$ cat src/rtl/i2c_readback_sched_pkg.sv
// Shared constants for the I2C readback scheduler: readback addresses,
// default sizing and the snapshot FSM encoding.
package i2c_sched_pkg;
    localparam int NUM_SRC_DEF = 4;
    localparam int DATA_W_DEF  = 12;

    localparam logic [6:0] VER_ADDR    = 7'h15;
    localparam logic [6:0] PWROUT_ADDR = 7'h16;
    localparam logic [6:0] FWD_ADDR    = 7'h17;
    localparam logic [6:0] REV_ADDR    = 7'h18;

    localparam logic [1:0] ST_IDLE = 2'd0;
    localparam logic [1:0] ST_SNAP = 2'd1;
    localparam logic [1:0] ST_HOLD = 2'd2;
endpackage

$ cat src/rtl/i2c_readback_sched_if.sv
// Bus between telemetry producers / I2C slave (master side) and the scheduler.
// Handshake: a producer raises src_valid[i] with stable src_data slice i and
// holds both until src_ready[i]; the sample transfers in that same cycle.
interface i2c_readback_sched_if #(
    parameter int NUM_SRC = 4,
    parameter int DATA_W  = 12
);
    logic [NUM_SRC-1:0]        src_valid;
    logic [NUM_SRC*DATA_W-1:0] src_data;
    logic [NUM_SRC-1:0]        src_ready;
    logic                      rd_req;
    logic [6:0]                rd_addr;
    logic                      rd_busy;
    logic [7:0]                tx_hi;
    logic [7:0]                tx_lo;
    logic                      tx_valid;
    logic                      addr_hit;
    logic [1:0]                dbg_state;

    modport master (
        output src_valid, src_data, rd_req, rd_addr, rd_busy,
        input  src_ready, tx_hi, tx_lo, tx_valid, addr_hit, dbg_state
    );
    modport slave (
        input  src_valid, src_data, rd_req, rd_addr, rd_busy,
        output src_ready, tx_hi, tx_lo, tx_valid, addr_hit, dbg_state
    );
endinterface

$ cat src/rtl/i2c_readback_sched_rr_arbiter.sv
// Round-robin arbiter: one grant per cycle searching upward from the pointer;
// the pointer moves past the winner and holds when nothing is granted.
module rr_arbiter #(
    parameter  int N  = 4,
    localparam int IW = (N > 1) ? $clog2(N) : 1
) (
    input  logic          clk,
    input  logic          reset,
    input  logic [N-1:0]  i_req,
    input  logic          i_adv,
    output logic [N-1:0]  o_gnt,
    output logic [IW-1:0] o_gnt_idx
);
    logic [IW-1:0] r_ptr;
    logic          w_found;
    logic [IW-1:0] w_idx;
    int            w_j;

    always_comb begin
        w_found = 1'b0;
        w_idx   = '0;
        w_j     = 0;
        for (int k = 0; k < N; k++) begin
            w_j = int'(r_ptr) + k;
            if (w_j >= N) w_j = w_j - N;
            if (!w_found && i_req[IW'(w_j)]) begin
                w_found = 1'b1;
                w_idx   = IW'(w_j);
            end
        end
    end

    always_comb begin
        o_gnt = '0;
        if (w_found && i_adv) o_gnt[w_idx] = 1'b1;
    end

    assign o_gnt_idx = w_idx;

    always_ff @(posedge clk) begin
        if (reset) begin
            r_ptr <= '0;
        end else if (w_found && i_adv) begin
            r_ptr <= (w_idx == IW'(N - 1)) ? '0 : w_idx + 1'b1;
        end
    end
endmodule

$ cat src/rtl/i2c_readback_sched.sv
// Shadow bank filled by a round-robin arbiter; each I2C read address match
// captures one coherent 16-bit snapshot that stays frozen for the transfer.
module i2c_readback_sched
    import i2c_sched_pkg::*;
#(
    parameter int         NUM_SRC   = NUM_SRC_DEF,
    parameter int         DATA_W    = DATA_W_DEF,
    parameter logic [6:0] ADDR_BASE = VER_ADDR
) (
    input logic                 CLK,
    input logic                 reset,
    i2c_readback_sched_if.slave bus
);
    localparam int IW = (NUM_SRC > 1) ? $clog2(NUM_SRC) : 1;

    logic [DATA_W-1:0]  r_bank [NUM_SRC];
    logic [NUM_SRC-1:0] r_fresh;
    logic [1:0]         r_state;
    logic [7:0]         r_snap_hi, r_snap_lo;
    logic               r_snap_hit;
    logic [7:0]         r_tx_hi, r_tx_lo;
    logic               r_tx_valid, r_addr_hit;

    logic [NUM_SRC-1:0] w_gnt;
    logic [IW-1:0]      w_gnt_idx;
    logic [DATA_W-1:0]  w_gnt_data;
    logic [6:0]         w_offs;
    logic               w_hit;
    logic [IW-1:0]      w_k;
    logic               w_bypass;
    logic [DATA_W-1:0]  w_sel_data;
    logic               w_sel_fresh;
    logic [15:0]        w_data16;
    logic               w_start;

    rr_arbiter #(.N(NUM_SRC)) u_arb (
        .clk       (CLK),
        .reset     (reset),
        .i_req     (bus.src_valid),
        .i_adv     (~reset),
        .o_gnt     (w_gnt),
        .o_gnt_idx (w_gnt_idx)
    );

    // Wrapped subtraction lands far above NUM_SRC, so one compare covers both ends.
    assign w_offs     = bus.rd_addr - ADDR_BASE;
    assign w_hit      = (w_offs < 7'(NUM_SRC));
    assign w_k        = w_offs[IW-1:0];
    assign w_gnt_data = bus.src_data[int'(w_gnt_idx)*DATA_W +: DATA_W];
    assign w_bypass   = (|w_gnt) && (w_gnt_idx == w_k);
    assign w_start    = (r_state == ST_IDLE) && bus.rd_req;

    always_comb begin
        w_sel_data  = '0;
        w_sel_fresh = 1'b0;
        if (w_bypass) begin
            w_sel_data  = w_gnt_data;
            w_sel_fresh = 1'b1;
        end else if (w_hit) begin
            w_sel_data  = r_bank[w_k];
            w_sel_fresh = r_fresh[w_k];
        end
    end

    assign w_data16 = 16'(w_sel_data);

    // Snapshot clear is ordered after the grant write so it wins on bypass.
    always_ff @(posedge CLK) begin
        if (reset) begin
            for (int i = 0; i < NUM_SRC; i++) r_bank[i] <= '0;
            r_fresh <= '0;
        end else begin
            if (|w_gnt) begin
                r_bank[w_gnt_idx]  <= w_gnt_data;
                r_fresh[w_gnt_idx] <= 1'b1;
            end
            if (w_start && w_hit) r_fresh[w_k] <= 1'b0;
        end
    end

    always_ff @(posedge CLK) begin
        if (reset) begin
            r_state    <= ST_IDLE;
            r_snap_hi  <= '0;
            r_snap_lo  <= '0;
            r_snap_hit <= 1'b0;
            r_tx_hi    <= '0;
            r_tx_lo    <= '0;
            r_tx_valid <= 1'b0;
            r_addr_hit <= 1'b0;
        end else begin
            case (r_state)
                ST_IDLE: begin
                    if (bus.rd_req) begin
                        r_state    <= ST_SNAP;
                        r_snap_hi  <= w_hit ? {w_sel_fresh, w_data16[14:8]} : 8'h00;
                        r_snap_lo  <= w_hit ? w_data16[7:0] : 8'h00;
                        r_snap_hit <= w_hit;
                    end
                end
                ST_SNAP: begin
                    r_state    <= ST_HOLD;
                    r_tx_hi    <= r_snap_hi;
                    r_tx_lo    <= r_snap_lo;
                    r_addr_hit <= r_snap_hit;
                    r_tx_valid <= 1'b1;
                end
                ST_HOLD: begin
                    if (!bus.rd_busy) begin
                        r_state    <= ST_IDLE;
                        r_tx_valid <= 1'b0;
                    end
                end
                default: r_state <= ST_IDLE;
            endcase
        end
    end

    assign bus.src_ready = w_gnt;
    assign bus.tx_hi     = r_tx_hi;
    assign bus.tx_lo     = r_tx_lo;
    assign bus.tx_valid  = r_tx_valid;
    assign bus.addr_hit  = r_addr_hit;
    assign bus.dbg_state = r_state;
endmodule

$ cat src/flat_wrapper.sv
// flat-port wrapper written by rule: the top's interface ports become plain ports
module i2c_readback_sched_flat import i2c_sched_pkg::*;
#(
    parameter int         NUM_SRC   = NUM_SRC_DEF,
    parameter int         DATA_W    = DATA_W_DEF,
    parameter logic [6:0] ADDR_BASE = VER_ADDR
)
  (CLK, reset, bus_src_valid, bus_src_data, bus_rd_req, bus_rd_addr, bus_rd_busy, bus_src_ready, bus_tx_hi, bus_tx_lo, bus_tx_valid, bus_addr_hit, bus_dbg_state);
  i2c_readback_sched_if #(.NUM_SRC(NUM_SRC), .DATA_W(DATA_W)) bus_i ();
  input logic CLK;
  input logic reset;
  input wire logic [$bits(bus_i.src_valid)-1:0] bus_src_valid;
  input wire logic [$bits(bus_i.src_data)-1:0] bus_src_data;
  input wire logic [$bits(bus_i.rd_req)-1:0] bus_rd_req;
  input wire logic [$bits(bus_i.rd_addr)-1:0] bus_rd_addr;
  input wire logic [$bits(bus_i.rd_busy)-1:0] bus_rd_busy;
  output wire logic [$bits(bus_i.src_ready)-1:0] bus_src_ready;
  output wire logic [$bits(bus_i.tx_hi)-1:0] bus_tx_hi;
  output wire logic [$bits(bus_i.tx_lo)-1:0] bus_tx_lo;
  output wire logic [$bits(bus_i.tx_valid)-1:0] bus_tx_valid;
  output wire logic [$bits(bus_i.addr_hit)-1:0] bus_addr_hit;
  output wire logic [$bits(bus_i.dbg_state)-1:0] bus_dbg_state;
  assign bus_i.src_valid = bus_src_valid;
  assign bus_i.src_data = bus_src_data;
  assign bus_i.rd_req = bus_rd_req;
  assign bus_i.rd_addr = bus_rd_addr;
  assign bus_i.rd_busy = bus_rd_busy;
  assign bus_src_ready = bus_i.src_ready;
  assign bus_tx_hi = bus_i.tx_hi;
  assign bus_tx_lo = bus_i.tx_lo;
  assign bus_tx_valid = bus_i.tx_valid;
  assign bus_addr_hit = bus_i.addr_hit;
  assign bus_dbg_state = bus_i.dbg_state;
  i2c_readback_sched #(.NUM_SRC(NUM_SRC), .DATA_W(DATA_W), .ADDR_BASE(ADDR_BASE)) u_core (.CLK(CLK), .reset(reset), .bus(bus_i));
endmodule
$ cat config.mk
export PLATFORM = sky130hd
export DESIGN_NAME = i2c_readback_sched_flat
export DESIGN_NICKNAME = d
export VERILOG_FILES = /design/src/rtl/i2c_readback_sched_pkg.sv /design/src/rtl/i2c_readback_sched_if.sv /design/src/rtl/i2c_readback_sched_rr_arbiter.sv /design/src/rtl/i2c_readback_sched.sv /design/src/flat_wrapper.sv
export SDC_FILE = /design/constraint.sdc
export NUM_CORES = 1
export LEC_CHECK = 0
export ABC_AREA = 1
export ABC_CLOCK_PERIOD_IN_PS = 7650
export CAP_MARGIN = 20
export CORE_ASPECT_RATIO = 1.1
export CORE_MARGIN = 2
export CORE_UTILIZATION = 57
export DETAILED_ROUTE_END_ITERATION = 10
export GPL_TIMING_DRIVEN = 1
export PLACE_DENSITY = 0.94
export SYNTH_ARGS = -nofsm -noshare
export SYNTH_HDL_FRONTEND = slang
export SYNTH_SLANG_ARGS = --single-unit
$ cat constraint.sdc
create_clock -name CLK -period 7.65 [get_ports CLK]
set_clock_uncertainty 0.1 [all_clocks]
set_input_delay 1.1475 -clock CLK [delete_from_list [all_inputs] [get_ports CLK]]
set_output_delay 1.1475 -clock CLK [all_outputs]
set_load 0.01 [all_outputs]
**Yosys cells after proc, flatten, opt, wreduce, memory -nomap -nowiden**

Memory sizes are Yosys's and may differ from the RTL's.
Index checks and enable logic that the tools add are counted.
W data, S select, Z words.

- Flip-flop bits (word level): 43
- Memory bits (writable): 48
- Input bits: 63
- Output and inout port bits: 24
- Word-level logic and storage cells: 116
- Memories kept: 1

- Add/sub/neg operators: 9
- Multipliers: 1
- Magnitude comparators: 13
- Equality and inequality tests: 6
- Shift-type cells: 1
- Multiplexer cells: 52
- Bitwise operators: 4
- Reductions and logical operators: 19

Memories:

| name | words | width | read ports | clocked after Yosys merged registers in | write ports | RTL line | text |
|---|---|---|---|---|---|---|---|
| u_core.r_bank | 4 | 12 | 1 | 0 | 4 | i2c_readback_sched.sv:16 | `logic [DATA_W-1:0] r_bank [NUM_SRC];` |

Operator list:

| cell | number |
|---|---|
| $shiftx A48 B32 Y12 | 1 |
| $mux W12 | 2 |
| $mux W2 | 12 |
| $mux W1 | 23 |
| $lt A2 B4 Y1 const B | 4 |
| $mux W4 | 4 |
| $mux W8 | 2 |
| $reduce_or A12 Y1 | 1 |
| $bmux W1 S2 | 5 |
| $ge A3 B3 Y1 const B | 3 |
| $logic_and A1 B1 Y1 | 9 |
| $sub A2 B1 Y2 const B | 4 |
| $lt A7 B3 Y1 const B | 1 |
| $sub A7 B5 Y7 const B | 1 |
| $add A2 B2 Y3 const B | 2 |
| $lt A2 B3 Y1 const B | 2 |
| $pmux W2 S3 | 1 |
| $reduce_and A2 Y1 | 3 |
| $and A4 B4 Y4 | 1 |
| $demux W1 S2 | 2 |
| $eq A2 B2 Y1 const B | 2 |
| $ge A2 B1 Y1 const B | 2 |
| $mul A2 B2 Y4 const B | 1 |
| $ne A2 B2 Y1 const B | 2 |
| 13 further kinds | 15 |

**Depth between registers and ports, before layout**

Gate-level depths: netlist of the first run.

- Depth in word-level cells: 26
- Gate-level depth with buffers: 21
- Mapped depth without buffers: 19

**Hierarchy**

From an unflattened synthesis of the first run, not the netlist that was laid out.

- Cells, all modules: 616
- Area total of the unflattened synthesis: 4748.3 µm²

Modules (own cells, without submodules):

| module | instances | cells each | area each (µm²) | sequential area each (µm²) |
|---|---|---|---|---|
| i2c_readback_sched | 1 | 530 | 4230.3 | 2142.1 |
| rr_arbiter | 1 | 86 | 518.0 | 40.0 |

**Worst setup path after synthesis of the first run**

No wires, ideal clock.

- Path kind: in2reg
- Start: in bus_src_valid[3]
- End: mem u_core.r_bank[3][0], enable pin
- Setup time: 400 ps
- Arrival: 3454 ps
- Setup slack: 3695 ps
- Stages: 13
- Path through: inv_1 -> nand2_1 -> nand3_1 -> nand2_2 -> nor2_4 -> nand4_1 -> nand2_4 -> buf_4 -> ha_1 -> o211ai_2 -> nand2_2 -> inv_2 -> o31ai_1

RTL lines:

| what | RTL line | text |
|---|---|---|
| start, declared | flat_wrapper.sv:12 | `input wire logic [$bits(bus_i.src_valid)-1:0] bus_src_valid;` |
| end, declared | i2c_readback_sched.sv:16 |  |

**Final worst setup path of the first run**

- Start: in bus_src_valid[3]
- End: out bus_src_ready[3]

- Longest elaborated chain between the ends: 18
- Elaborated cells between the ends (all ways): 33
- Classes of those cells: order compare: 2; mux: 23; reduce/logical: 8

RTL lines:

| what | RTL line | text |
|---|---|---|
| $bmux W1 S2 | i2c_readback_sched_rr_arbiter.sv:26 | `if (!w_found && i_req[IW'(w_j)]) begin` |
| $mux W1 (not written as such) (2 in series) | i2c_readback_sched_rr_arbiter.sv:26 |  |
| $mux W1 | i2c_readback_sched_rr_arbiter.sv:26 |  |
| $logic_not A1 Y1 | i2c_readback_sched_rr_arbiter.sv:26 |  |
| $logic_and A1 B1 Y1 | i2c_readback_sched_rr_arbiter.sv:26 |  |
| $mux W1 | i2c_readback_sched_rr_arbiter.sv:26 |  |
| $logic_not A1 Y1 | i2c_readback_sched_rr_arbiter.sv:26 |  |
| $logic_and A1 B1 Y1 | i2c_readback_sched_rr_arbiter.sv:26 |  |
| $mux W1 | i2c_readback_sched_rr_arbiter.sv:26 |  |
| $logic_not A1 Y1 | i2c_readback_sched_rr_arbiter.sv:26 |  |
| $logic_and A1 B1 Y1 | i2c_readback_sched_rr_arbiter.sv:26 |  |
| $mux W2 | i2c_readback_sched_rr_arbiter.sv:26 |  |
| $lt A2 B3 Y1 (not written as such) / $ge A2 B1 Y1 (equally long branches) | i2c_readback_sched_rr_arbiter.sv:35 | `if (w_found && i_adv) o_gnt[w_idx] = 1'b1;` |
| $logic_and A1 B1 Y1 (not written as such) | i2c_readback_sched_rr_arbiter.sv:35 |  |
| $mux W1 (not written as such) | i2c_readback_sched_rr_arbiter.sv:35 |  |
| $demux W1 S2 | - |  |
| $mux W4 (*) | i2c_readback_sched_rr_arbiter.sv:35 |  |
| end, declared | flat_wrapper.sv:17 | `output wire logic [$bits(bus_i.src_ready)-1:0] bus_src_ready;` |

Mark *: on every way between the ends. The rest lies on a longest branch, timed or not. The select of a mux whose other input is x is not followed.

==> metrics.yaml, run 1 <==
netlist_instances: 643
dieArea_mm2: 0.00919
multi_input_area_mm2: 0.00204
io_pins: 87
cts_root_buf: "clkbuf_8"
ir_drop_mv: 0.273
grt_max_degree: 32
gp_congestion: 0.866
numCtsBuffers: 9
drt_pass1_iterations: 7
reg2reg_to: "u_core.r_bank[1][2]$_SDFFCE_PN0P_"
worst-setup-path-type: "in -> out"
critPathArrivalTime_ps: 4520
clockBufferDepth: 2
min_path_cells: 2
wl_met2_mm: 6.64
grt_pass1_vias: 4444
grt_pass1_wl_mm: 20.5
post_cts_resized: 0
setup-violations-final: 0
regArea_mm2: 0.00218
period_share: 0.754
final_nets: 776
tns_ps: 0
cp-startpoint: "bus_src_valid[3]"
clock_sinks: 85
grtUsageTotal: 0.281
critPathRequiredTime_ps: 6400
hold_viol: 0
grt_overflow: 0
area_delta_synth_final_pct: 21.4
cap_violations: 0
worstSkewPairLatency_ps: 370
reg2reg_depth: 15
min_to: "u_core.r_snap_hi[7]$_SDFFE_PP0P_"
worstMarginPinSlew_ps: 1070
synth_seq_cells: 85
cts_hold_buffers: 0
status: "finished, final reports clean"
cp_max_fo: 31
ant_nets: 0
vias: 4616
fmax_mhz: 173
rows: 35
m1WireLength_mm: 4.74
power_density_mw_per_mm2: 389
postSynthAreaPerCell_um2: 7.48
port_buffers: 83
startpoint_type: "primary input"
drt_iter0_drc: 340
synthesis.area_mm2: 0.00481
cts_setup_buffers: 0
fin_crit_ps: 5760
wire_per_inst_um: 15.5
met3_length_um: 964
htree_levels: 3
remaining_drc_errors: 0
total_leakage_power_uw: 0.00273
wl_mm: 12.8
maxSlewHeadroom: 0.280
power.total_uw: 2270
critPathCaptureType: "output port"
via_per_inst: 5.62
drive_gt1_frac: 0.0732
fillers: 593
ys_types: 34
drv_slew: 0
min_path_type: "reg -> reg"
r2r_start: "u_core.u_arb.r_ptr[0]$_SDFFE_PP0P_"
ys_warn_count: 0
antenna_found_initial: 0
die_h_um: 100
ys_seq_area_frac: 0.453
dpl.hpwl_mm: 8.66
rrSetupSlack_ps: 2860
clk_pin_slew_ps: 90
cts_tree: "built"
min_from: "u_core.r_snap_hi[7]$_SDFFE_PP0P_"
core_area_mm2: 0.00828
routed.top_layer: "met4"
start_util: 0.581
fp.dieW_um: 91.6
diodes: 0
rsz0062_at_grt: "no"
==> cell type report <==
| cell class | instances | area share |
|---|---|---|
| multi-input cells | 420 | 0.349 |
| well taps | 111 | 0.0238 |
| clock buffers | 11 | 0.0298 |
| inverters | 103 | 0.0662 |
| flip-flops and latches | 85 | 0.374 |
| repair buffers | 86 | 0.146 |
| clock inverters | 5 | 0.0116 |
==> registers in the layout (all words and copies together), names as in the netlist <==
register	count
u_core.bus.addr_hit	1
u_core.bus.dbg_state	2
u_core.bus.tx_hi	5
u_core.bus.tx_lo	8
u_core.bus.tx_valid	1
u_core.r_bank	48
u_core.r_fresh	4
u_core.r_snap_hi	5
u_core.r_snap_hit	1
u_core.r_snap_lo	8
u_core.u_arb.r_ptr	2
==> cells by family (layout without fill, tap and decap cells) <==
kind of cell / after synthesis / after routing / share of synthesized area
and+or+nand+nor: 334 / 334 / 0.303
DFF: 85 / 85 / 0.453
other: 1 / 3 / 0.000779
adders and majority gates: 8 / 8 / 0.0208
AOI/OAI and AO/OA: 75 / 75 / 0.0957
buffers and inverters: 140 / 205 / 0.126
==> where the power goes <==
| part | switching (µW) | internal (µW) |
|---|---|---|
| sequential | 53.7 | 688 |
| combinational | 814 | 341 |
| clock | 179 | 196 |
==> cell usage in the layout (no fill, tap or decap), types with 4 or more instances in the layout <==
master	netlist	routed
inv_1	89	89
dfxtp_1	37	37
nand3_2	4	4
a32o_1	12	12
nand3_1	47	47
a21oi_1	32	32
o21ai_0	24	24
clkdlybuf4s50_1	0	83
nand4_1	23	23
ha_1	8	8
nor2_1	68	68
nand2_1	175	175
edfxtp_1	48	48
nand2_2	8	8
clkbuf_8	0	9
inv_2	13	13
==> stage by stage <==
step / hold WS [ps] / util / cell area, µm² / cells / setup WS, ps
2_1_floorplan: 346 / - / 4820 / 645 / 3700
3_3_place_gp: 356 / 0.677 / 5600 / 805 / 2220
3_5_place_dp: 357 / 0.677 / 5600 / 805 / 1990
4_1_cts: 373 / 0.706 / 5840 / 821 / 1990
5_1_grt: 406 / 0.706 / 5840 / 821 / 1620
6_report: 374 / 0.706 / 5840 / 821 / 1890
==> worst max-delay path by stage <==
stage	to	slack, ps	cells after the start
3_5_place_dp	bus_src_ready[1]	1990	13
5_1_grt	bus_src_ready[1]	1620	13
4_1_cts	bus_src_ready[3]	1990	13
6_report	bus_src_ready[3]	1890	13
2_1_floorplan	u_core.r_bank[3][0]$_DFFE_PP_	3700	13
3_3_place_gp	bus_src_ready[3]	2220	13
==> cells in the mapped netlist <==
cell type | count | area share
nand2_4 | 1 | 0.0023
nor2_1 | 68 | 0.053
clkbuf_1 | 16 | 0.012
edfxtp_1 | 48 | 0.30
o21ai_0 | 24 | 0.025
buf_1 | 4 | 0.0031
nor2_2 | 2 | 0.0026
dfxtp_1 | 37 | 0.15
conb_1 | 1 | 0.00078
a21oi_1 | 32 | 0.033
nand3_1 | 47 | 0.049
nor3_1 | 2 | 0.0021
nor4_2 | 1 | 0.0026
o211ai_2 | 2 | 0.0052
o22ai_1 | 1 | 0.0013
nand4_2 | 1 | 0.0026
o21a_1 | 1 | 0.0016
buf_2 | 2 | 0.0021
nand2_1 | 175 | 0.14
clkinv_1 | 1 | 0.00078
o21ai_1 | 1 | 0.0010
nor3b_1 | 1 | 0.0016
ha_1 | 8 | 0.021
buf_6 | 6 | 0.014
a32o_1 | 12 | 0.025
buf_4 | 9 | 0.014
o31ai_1 | 1 | 0.0016
nand2_2 | 8 | 0.010
nand4_1 | 23 | 0.030
nor2_4 | 1 | 0.0023
nand3_2 | 4 | 0.0083
inv_2 | 13 | 0.010
a22o_1 | 1 | 0.0018
inv_1 | 89 | 0.069
==> per-layer routing <==
| layer | vias up | GRT usage |
|---|---|---|
| li1 | 2179 | - |
| met1 | 2132 | 0.327 |
| met2 | 267 | 0.507 |
| met3 | 38 | 0.0458 |
| met4 | 0 | 0.131 |
| met5 | - | 0 |
==> critical path: stages <==
cell and delay [ps]:
clkdlybuf4s50_1 470, inv_1 60, nand2_1 90, nand3_1 160, nand2_2 170, nor2_4 70
nand3_2 400, nand3_2 620, inv_2 300, ha_1 220, inv_1 50, nor2_1 170
clkdlybuf4s50_1 570
Note: power is estimated with default switching activity, not from simulation.
==> inputs of run 2 (changes only) <==
Settings changed: ABC_CLOCK_PERIOD_IN_PS 7650 to 5160, CORE_UTILIZATION 57 to 48, PLACE_DENSITY 0.94 to 0.85.
Clock period 7.65 ns to 5.16 ns, I/O delays scaled along.
==> metrics.yaml, run 2 (same netlist as run 1, synthesis figures left out) <==
layout_commonest_cell: "nand2_1"
vias: 4560
setup-violations-final: 0
area_delta_synth_final_pct: 21.8
reg2reg_depth: 18
via_per_inst: 5.44
regMostFlops: "u_core.r_bank"
tns_ps: 0
diodes: 0
drive_gt1_frac: 0.0848
worstPathCellList: "clkdlybuf4s50_1, inv_1, nand2_1, nand2_1, nand2_1, nand2_1, nand2_1, nand2_1, nand2_2, nand3_2, inv_2, ha_1, inv_1, nor2_1, clkdlybuf4s50_1"
cts_hold_buffers: 0
antenna_found_initial: 0
io_pins: 87
wire_per_inst_um: 14.3
grt_pass1_wl_mm: 19.9
ant_nets: 0
min_path_type: "reg -> reg"
slowest_stage: "clkdlybuf4s50_1"
worstSkewPairLatency_ps: 370
worst-setup-path-type: "in -> out"
cp_top_family: "buffers and inverters"
remaining_drc_errors: 0
fp.dieW_um: 99.5
clock_sinks: 85
power_density_mw_per_mm2: 557
final_cells: 839
total_leakage_power_uw: 0.00275
clk_pin_slew_ps: 100
grt_pass1_vias: 4334
final_nets: 785
rsz0062_at_grt: "no"
grt_max_degree: 32
status: "finished, final reports clean"
rows: 38
min_to: "u_core.r_snap_lo[5]$_SDFFE_PP0P_"
post-route-cell-area_mm2: 0.00586
dieArea_mm2: 0.0108
numCtsBuffers: 9
worstMarginPinSlew_ps: 871
critPathArrivalTime_ps: 3400
wl_mm: 12.0
cts_setup_buffers: 0
startpoint_type: "primary input"
final_util: 0.598
clockBufferDepth: 2
drt_iter0_drc: 349
drt_pass1_iterations: 5
maxSlewHeadroom: 0.417
place_area_mm2: 0.00567
critPathCaptureType: "output port"
post_cts_resized: 0
rrSetupSlack_ps: 1440
gp_congestion: 0.836
core_area_mm2: 0.00979
hold_viol: 0
path_buf_inv: 5
cts_root_buf: "clkbuf_8"
fin_crit_ps: 4270
cts_tree: "built"
htree_levels: 3
period_share: 0.828
grtUsageTotal: 0.230
start_util: 0.491
dpl.hpwl_mm: 8.47
ir_drop_mv: 0.448
mostFrequentLayoutCells: "nand2_1, inv_1, clkdlybuf4s50_1, nor2_1, edfxtp_1"
path_common_cell: "nand2_1"
min_path_cells: 2
dp.cells: 823
drv_slew: 0
cap_violations: 0
fmax_mhz: 234
multi_input_area_mm2: 0.00203
reg2reg_to: "u_core.r_bank[0][9]$_SDFFCE_PN0P_"
min_from: "u_core.r_snap_lo[5]$_SDFFE_PP0P_"
die_h_um: 109
max_stage_delay_ps: 570
fillers: 830
critPathRequiredTime_ps: 4290
largest_register_ffs: 48
grt_overflow: 0
regArea_mm2: 0.00218
port_buffers: 83
r2r_start: "u_core.u_arb.r_ptr[0]$_SDFFE_PP0P_"
cp_max_fo: 24
==> run 2: changes by cell type in the layout (fill, tap and decap cells not counted), sizes merged <==
cell,before,now
buf,3,12
clkinv,1,3
bufinv,1,0
clkbuf,11,10
==> run 2: cell type report <==
cell class              count  area share
flip-flops and latches     85       0.372
multi-input cells         420       0.346
repair buffers             95       0.157
inverters                 103      0.0660
well taps                 120      0.0256
clock buffers              10      0.0235
clock inverters             6     0.00897
==> run 2: worst max-delay path by stage <==
| stage | end | from | cells after the start | slack (ps) |
|---|---|---|---|---|
| 4_1_cts | bus_src_ready[3] | bus_src_valid[2] | 15 | 920 |
| 6_report | bus_src_ready[3] | bus_src_valid[2] | 15 | 890 |
| 5_1_grt | bus_src_ready[3] | bus_src_valid[1] | 15 | 630 |
| 3_3_place_gp | bus_src_ready[3] | bus_src_valid[2] | 15 | 1040 |
| 2_1_floorplan | u_core.r_bank[3][0]$_DFFE_PP_ | bus_src_valid[3] | 13 | 1580 |
| 3_5_place_dp | bus_src_ready[3] | bus_src_valid[2] | 15 | 930 |
==> run 2: power breakdown <==
group / internal [µW] / switching, µW
clock: 197 / 257
combinational: 529 / 1190
sequential: 1020 / 75.0
==> run 2: worst register-to-register path, cell delays in order, from the launching register on <==
cell and delay [ps]:
dfxtp_1 580, inv_2 170, nand2_1 100, nand2_1 90, nand2_1 100, nand2_1 60
nand2_1 90, nand2_1 70, nand2_2 320, nand3_2 180, inv_2 140, ha_1 210
o211ai_2 100, nand2_2 120, nand2_1 80, nor2_1 100, buf_4 210, inv_1 80
nand2_1 460
==> run 2: per-stage QoR <==
stage | setup WS (ps) | hold slack, ps | power [µW]
6_report | 889 | 377 | 3260
5_1_grt | 631 | 385 | 3510
4_1_cts | 924 | 375 | 3240
3_5_place_dp | 930 | 363 | 2790
3_3_place_gp | 1040 | 359 | 2710
2_1_floorplan | 1580 | 346 | 2400
==> run 2: layer usage <==
metal,part of all wire,vias to the layer above,GRT usage
met2,0.50,199,0.403
met5,0,-,0
met1,0.41,2116,0.284
met4,0.028,0,0.110
met3,0.059,38,0.0276
li1,-,2207,-
